**config.mk**
```make
export PLATFORM = sky130hd
export DESIGN_NAME = lsu_mem_master
export DESIGN_NICKNAME = d
export VERILOG_FILES = /design/src/rtl/riscv_lsu_pkg.sv /design/src/rtl/lsu_mem_master_load_align.sv /design/src/rtl/lsu_mem_master.sv
export SDC_FILE = /design/constraint.sdc
export NUM_CORES = 1
export LEC_CHECK = 0
export ABC_AREA = 1
export BUFFER_PORTS_ARGS = -buffer_cell sky130_fd_sc_hd__buf_2
export CORE_UTILIZATION = 54
export CTS_CLUSTER_SIZE = 28
export DETAILED_ROUTE_END_ITERATION = 10
export PLACE_DENSITY = 0.81
export SLEW_MARGIN = 20
export SYNTH_ARGS = -nofsm -noshare
export SYNTH_HDL_FRONTEND = slang
export SYNTH_HIERARCHICAL = 1
export SYNTH_SLANG_ARGS = --single-unit
```
**constraint.sdc**
```tcl
create_clock -name clk -period 2.2 [get_ports clk]
set_input_delay 0.22 -clock clk [delete_from_list [all_inputs] [get_ports clk]]
set_output_delay 0.22 -clock clk [all_outputs]
set_load 0.005 [all_outputs]
```
**src/rtl/riscv_lsu_pkg.sv**
```systemverilog
// riscv_lsu_pkg
//   Shared definitions for the RV32I load/store unit memory initiator:
//   funct3 encodings, the LSU state type and lane-width constants.
//   Optional feature macro used by importers: LSU_MISALIGN_TRAP_EN.
package riscv_lsu_pkg;

    // RV32I load/store funct3 encodings (stores use only B/H/W)
    localparam logic [2:0] F3_B  = 3'b000;
    localparam logic [2:0] F3_H  = 3'b001;
    localparam logic [2:0] F3_W  = 3'b010;
    localparam logic [2:0] F3_BU = 3'b100;
    localparam logic [2:0] F3_HU = 3'b101;

    // Lane widths in bits
    localparam int BYTE_W = 8;
    localparam int HALF_W = 16;
    localparam int WORD_W = 32;

    typedef enum logic [2:0] {
        ST_IDLE      = 3'd0,
        ST_ISSUE     = 3'd1,
        ST_CAPTURE   = 3'd2,
        ST_RMW_RD    = 3'd3,
        ST_RMW_MERGE = 3'd4,
        ST_RMW_WR    = 3'd5,
        ST_DONE      = 3'd6
    } lsu_state_e;

endpackage

```
**src/rtl/lsu_mem_master_load_align.sv**
```systemverilog
// lsu_load_align
//   Combinational load lane extraction and sign/zero extension.
//   Ports:
//     word_i    - full 32-bit word read from memory
//     addr_lo_i - byte address bits [1:0]
//     funct3_i  - RV32I load funct3
//     data_o    - extended 32-bit load result
//   Halfword lane uses addr_lo_i[1] only; word loads return the word as is.
module lsu_load_align
    import riscv_lsu_pkg::*;
(
    input  logic [WORD_W-1:0] word_i,
    input  logic [1:0]        addr_lo_i,
    input  logic [2:0]        funct3_i,
    output logic [WORD_W-1:0] data_o
);

    logic [BYTE_W-1:0] byte_sel;
    logic [HALF_W-1:0] half_sel;
    logic              sign_ext;

    always_comb begin
        byte_sel = word_i[{addr_lo_i, 3'b000} +: BYTE_W];
        half_sel = word_i[{addr_lo_i[1], 4'b0000} +: HALF_W];
        // funct3[2] set marks the unsigned variants (LBU/LHU)
        sign_ext = ~funct3_i[2];
        case (funct3_i[1:0])
            2'b00:   data_o = {{(WORD_W-BYTE_W){sign_ext & byte_sel[BYTE_W-1]}}, byte_sel};
            2'b01:   data_o = {{(WORD_W-HALF_W){sign_ext & half_sel[HALF_W-1]}}, half_sel};
            default: data_o = word_i;
        endcase
    end

endmodule

```
**src/rtl/lsu_mem_master.sv**
```systemverilog
// lsu_mem_master
//   RV32I load/store unit initiator driving a word-wide, synchronous-read,
//   word-write data memory. Sub-word stores are performed as
//   read-modify-write; loads are lane-extracted and extended.
//   Ports:
//     clk, reset_n          - clock, asynchronous active-low reset
//     req_valid/req_ready   - request handshake (ready only in IDLE)
//     req_we, req_funct3    - store flag and RV32I funct3
//     req_addr, req_wdata   - byte address, right-justified store data
//     resp_valid            - one-cycle completion pulse
//     resp_rdata/resp_fault - extended load data / access rejected
//     mem_we, mem_addr      - word write enable, word-aligned address
//     mem_wdata, mem_rdata  - write word, registered read word
//   Macro LSU_MISALIGN_TRAP_EN: when defined, misaligned halfword and word
//   accesses fault; otherwise they are silently aligned down.
module lsu_mem_master
    import riscv_lsu_pkg::*;
(
    input  logic        clk,
    input  logic        reset_n,
    input  logic        req_valid,
    output logic        req_ready,
    input  logic        req_we,
    input  logic [2:0]  req_funct3,
    input  logic [31:0] req_addr,
    input  logic [31:0] req_wdata,
    output logic        resp_valid,
    output logic [31:0] resp_rdata,
    output logic        resp_fault,
    output logic        mem_we,
    output logic [31:0] mem_addr,
    output logic [31:0] mem_wdata,
    input  logic [31:0] mem_rdata
);

    lsu_state_e  state_q, state_d;
    logic [31:0] addr_q, addr_d;
    logic [2:0]  f3_q, f3_d;
    logic        we_q, we_d;
    logic [31:0] wdata_q, wdata_d;
    logic [31:0] rdata_q, rdata_d;
    logic        fault_q, fault_d;
    logic [31:0] merged_q, merged_d;

    logic [31:0] load_data;
    logic [31:0] merge_word;
    logic        funct3_bad;
    logic        misalign;
    logic        req_fault;

    // Illegal encodings fault in every build
    always_comb begin
        if (req_we) begin
            funct3_bad = (req_funct3 != F3_B) && (req_funct3 != F3_H) && (req_funct3 != F3_W);
        end else begin
            funct3_bad = (req_funct3 == 3'b011) || (req_funct3 == 3'b110) || (req_funct3 == 3'b111);
        end
    end

`ifdef LSU_MISALIGN_TRAP_EN
    assign misalign = ((req_funct3[1:0] == 2'b01) && req_addr[0]) ||
                      ((req_funct3[1:0] == 2'b10) && (req_addr[1:0] != 2'b00));
`else
    assign misalign = 1'b0;
`endif

    assign req_fault = funct3_bad | misalign;

    lsu_load_align u_load_align (
        .word_i    (mem_rdata),
        .addr_lo_i (addr_q[1:0]),
        .funct3_i  (f3_q),
        .data_o    (load_data)
    );

    // Replace the addressed byte/half lane of the word just read
    always_comb begin
        merge_word = mem_rdata;
        if (f3_q[1:0] == 2'b00) begin
            merge_word[{addr_q[1:0], 3'b000} +: BYTE_W] = wdata_q[BYTE_W-1:0];
        end else begin
            merge_word[{addr_q[1], 4'b0000} +: HALF_W] = wdata_q[HALF_W-1:0];
        end
    end

    always_comb begin
        state_d  = state_q;
        addr_d   = addr_q;
        f3_d     = f3_q;
        we_d     = we_q;
        wdata_d  = wdata_q;
        rdata_d  = rdata_q;
        fault_d  = fault_q;
        merged_d = merged_q;
        case (state_q)
            ST_IDLE: begin
                if (req_valid) begin
                    addr_d  = req_addr;
                    f3_d    = req_funct3;
                    we_d    = req_we;
                    wdata_d = req_wdata;
                    rdata_d = '0;
                    fault_d = req_fault;
                    if (req_fault) begin
                        state_d = ST_DONE;
                    end else if (req_we && (req_funct3 != F3_W)) begin
                        state_d = ST_RMW_RD;
                    end else begin
                        state_d = ST_ISSUE;
                    end
                end
            end
            // Load: address presented now, data arrives next cycle.
            // SW: write happens at the end of this cycle.
            ST_ISSUE:     state_d = we_q ? ST_DONE : ST_CAPTURE;
            ST_CAPTURE: begin
                rdata_d = load_data;
                state_d = ST_DONE;
            end
            ST_RMW_RD:    state_d = ST_RMW_MERGE;
            ST_RMW_MERGE: begin
                merged_d = merge_word;
                state_d  = ST_RMW_WR;
            end
            ST_RMW_WR:    state_d = ST_DONE;
            ST_DONE:      state_d = ST_IDLE;
            default:      state_d = ST_IDLE;
        endcase
    end

    always_ff @(posedge clk or negedge reset_n) begin
        if (!reset_n) begin
            state_q <= ST_IDLE;
            addr_q  <= '0;
            f3_q    <= '0;
            we_q    <= 1'b0;
            wdata_q <= '0;
            rdata_q <= '0;
            fault_q <= 1'b0;
        end else begin
            state_q <= state_d;
            addr_q  <= addr_d;
            f3_q    <= f3_d;
            we_q    <= we_d;
            wdata_q <= wdata_d;
            rdata_q <= rdata_d;
            fault_q <= fault_d;
        end
    end

    // Merged word is only observed in RMW_WR, so it needs no reset
    always_ff @(posedge clk) begin
        merged_q <= merged_d;
    end

    // Write enable is a pure state decode so an async reset drops it at once
    assign mem_we     = ((state_q == ST_ISSUE) && we_q) || (state_q == ST_RMW_WR);
    assign mem_addr   = {addr_q[31:2], 2'b00};
    assign mem_wdata  = (state_q == ST_RMW_WR) ? merged_q : wdata_q;
    assign req_ready  = (state_q == ST_IDLE);
    assign resp_valid = (state_q == ST_DONE);
    assign resp_fault = (state_q == ST_DONE) && fault_q;
    assign resp_rdata = rdata_q;

endmodule

```
==> summary.md <==
| Metric | Value |
|---|---|
| Final Non-Filler Cells | 1412 |
| DR vias/cell | 5.42 |
| I/O pins | 203 |
| Synth Instances | 1032 |
| Ratio of cells with drive above 1 in the final layout | 24.5% |
| Setup crit end kind | output pin |
| Total CTS buffers | 17 |
| Pint | 8.03 mW |
| Yosys Warn Count | 6 |
| Largest net degree at the start of global routing | 51 |
| Area Growth Syn to Fin | 22.5% |
| Fin. Hold Viols | 0 |
| DR iter-0 viols | 708 |
| First-pass GRT wire length | 36700 microns |
| Worst-Margin Slew | 0.842 ns |
| Final TNS setup | 0 ns |
| Sequential element share of the synthesized area | 46.2% |
| CP Cell Sequence | inv_2, nor2_4, nand2_2, buf_4, nor2_1, a21oi_2, buf_2 |
| Post-Syn Area per Cell | 7.47 sq um |
| Top-area cell type share of the netlist area | 33.8% |
| Routed WL per cell | 16.5 microns |
| CP max FO | 12 |
| Clock skew | 0.00768 ns |
| Asr flop ratio synth | 76.5% |
| Grt total ovfl | 0 |
| Number of synthesized flops with an enable pin | 32 |
| N_diodes | 0 |
| Number of remaining DRC errors | 0 |
| Max stage delay cell, worst path | dfrtp_2 |
| Antenna Violating Nets Remaining | 0 |
| Slowest cell delay on critical path | 0.45 ns |
| Crit path depth | 7 |
| Buf+Inv Stages, Crit Path | 3 |
| Starting Density | 55.5% |
| Switching portion of total power | 44.1% |
| Cells on worst reg2reg path | 7 |
| Worst skew pair latency | 0.42 ns |
| LEAKAGE | 5.23 nW |
| Commonest cells post-synth | nand2_1, dfrtp_1, a21oi_1, o21ai_0, nand3_1 |
| Synth top area cells | dfrtp_1, nand2_1, edfxtp_1, a21oi_1, o21ai_0 |
| Root buffer cell | clkbuf_16 |
| Die area | 14800 sq um |
| Reg power frac | 33.0% |
| Crit path DAT | 1.85 ns |
| Clk sinks | 136 |
| Final Max Slew Viols | 0 |
| Clk slew on worst S/H paths | 0.06 ns |
| Num rows | 43 |
| Vias in the first global route | 7119 |
| Final nets | 1327 |
| DP HPWL | 16100 microns |
| Placed Instances | 1352 |
| F_max | 484 MHz |
| NetSw | 6.35 mW |
| Part of the power in combinational logic | 48.2% |
| Slew HR | 43.8% |
| CP startpoint kind | register |
| CTS tree | done |
| Max Cap Viol | 0 |
| Chip height | 121 microns |
| Post-synth top area cell | dfrtp_1 |
| Initial DRT Pass Iterations | 6 |
| Postcts setup bufs | 0 |
| Hold path depth | 3 |
| CP top delay family | buffers and inverters |
| Min cycle time layout | 2.07 ns |
| Peak VDD IR | 0.749 mV |
| Primary FF master, synth | dfrtp_1 |
| Tot GR Track Use | 32.9% |
| Post-synthesis register bit count | 136 |
| Fin crit share | 94.0% |
| Count leader, synth | nand2_1 |
| Cell Pwr Density | 1520 nW/um^2 |
| RSZ-0062 raised after global routing | no |
| H-Tree Depth | 4 |
| Post-Route WL | 23300 microns |
| Setup violators final | 0 |
| Status | completed |
| RD Place Congestion | 0.903 |
| Die width | 121 microns |
| Post-synth design cell area | 7700 sq um |
| Yosys cell types | 31 |
| Fill count | 1199 |
| Clock group share of total power | 18.8% |
| PortBufs | 200 |
| Vias | 7657 |
| Worst Path Required | 1.98 ns |
| Deepest clock path buffer count | 2 |
| Crit path kind | reg -> out |
| Hold WC Path Type | in -> reg |
| Antenna violations before repair | 0 |
| Core Area | 13900 sq um |
| Final Core Density | 68.0% |
[tightest hold or removal path, cell delays in order]
cell and delay (ns):
buf_2 0.07, nand2_1 0.04, nand2_1 0.06
[layout by cell type (no fill, tap or decap), types with 2 or more instances in the layout]
master | Yosys | routed
ha_1 | 5 | 5
buf_2 | 26 | 199
dlygate4sd3_1 | 0 | 28
clkinv_4 | 0 | 2
nor2_8 | 3 | 3
nand2_2 | 5 | 5
dfrtp_1 | 104 | 103
a21oi_1 | 54 | 54
o211ai_1 | 8 | 8
clkinvlp_4 | 0 | 2
inv_2 | 5 | 5
conb_1 | 1 | 2
clkinv_1 | 5 | 5
edfxtp_1 | 32 | 32
buf_12 | 0 | 2
inv_4 | 2 | 4
nand2_4 | 2 | 2
clkbuf_1 | 16 | 2
inv_6 | 0 | 4
o21ai_0 | 54 | 54
nor2_2 | 1 | 3
a21oi_2 | 4 | 4
nand2_1 | 497 | 497
buf_4 | 33 | 22
inv_1 | 38 | 38
clkbuf_16 | 0 | 18
nand3_2 | 21 | 21
nand3_1 | 53 | 53
nor2_4 | 2 | 2
nor2_1 | 44 | 42
o21ai_1 | 3 | 3
[timing repair]
action / in CTS / in global routing
endpoints found under the hold margin: 65 / 0
endpoints found under the setup margin: 0 / 9
resized for setup: 0 / 2
hold buffers: 28 / 0
[registers in the layout (all words and copies together), names as in the netlist]
signal	cells
f3_q	3
wdata_q	32
resp_rdata	32
state_q	3
fault_q	1
we_q	1
merged_q	32
addr_q	32
[power by group through the flow]
stage          sequential, mW  clock, mW  combinational, mW
2_1_floorplan            4.55          0               4.90
3_3_place_gp             4.71          0               6.64
3_5_place_dp             4.72          0               6.80
4_1_cts                  4.71       2.72               6.86
5_1_grt                  4.84       2.84               7.77
6_report                 4.74       2.71               6.93
[final timing paths]
path	slack [ns]	start	to
worst max-delay path	0.13	state_q[0]	mem_wdata[14]
worst min-delay path	0.007	req_wdata[19]	wdata_q[19]
worst max register to register	0.25	addr_q[0]	merged_q[25]
worst min register to register	0.47	resp_rdata[6]	resp_rdata[6]
max in group asynchronous	1.18	reset_n	addr_q[19]
min in group asynchronous	0.34	reset_n	addr_q[8]
[stage by stage]
step	setup slack, ns	area, sq um	hold WS [ns]	power [mW]
floorplan	0.228	7710	-0.0756	9.46
global placement	0.326	8600	0.244	11.3
detailed placement	0.229	8600	0.252	11.5
CTS	0.0992	9440	0.000468	14.3
global route	0.0363	9440	0.00430	15.4
finish	0.132	9440	0.00702	14.4
[layout make-up]
cell class | instances | area, sq um | share of cell area [%]
Sequential cell | 136 | 3560 | 37.8
Multi-Input combinational cell | 763 | 3420 | 36.2
Timing Repair Buffer | 251 | 1480 | 15.7
Clock buffer | 21 | 472 | 5.00
Tap cell | 180 | 225 | 2.39
Inverter | 50 | 193 | 2.04
Clock inverter | 11 | 85.1 | 0.901
[kinds of logic (layout without fill, tap and decap cells)]
kind of cell	after synthesis	after routing	synth area share (%)
fa+ha+maj	5	5	0.812
simple gates	631	631	34.8
buf+inv	134	333	9.50
flops	136	136	46.2
compound gates	125	125	8.64
other cells	1	2	0.0487
[routing by layer]
metal	up-vias	share of wire (%)	track usage [%]
li1	3615	-	-
met1	3535	40	43.4
met2	454	47	53.0
met3	53	10	6.25
met4	0	2.6	13.6
met5	-	0	0
Note: power is estimated with default switching activity, not from simulation.
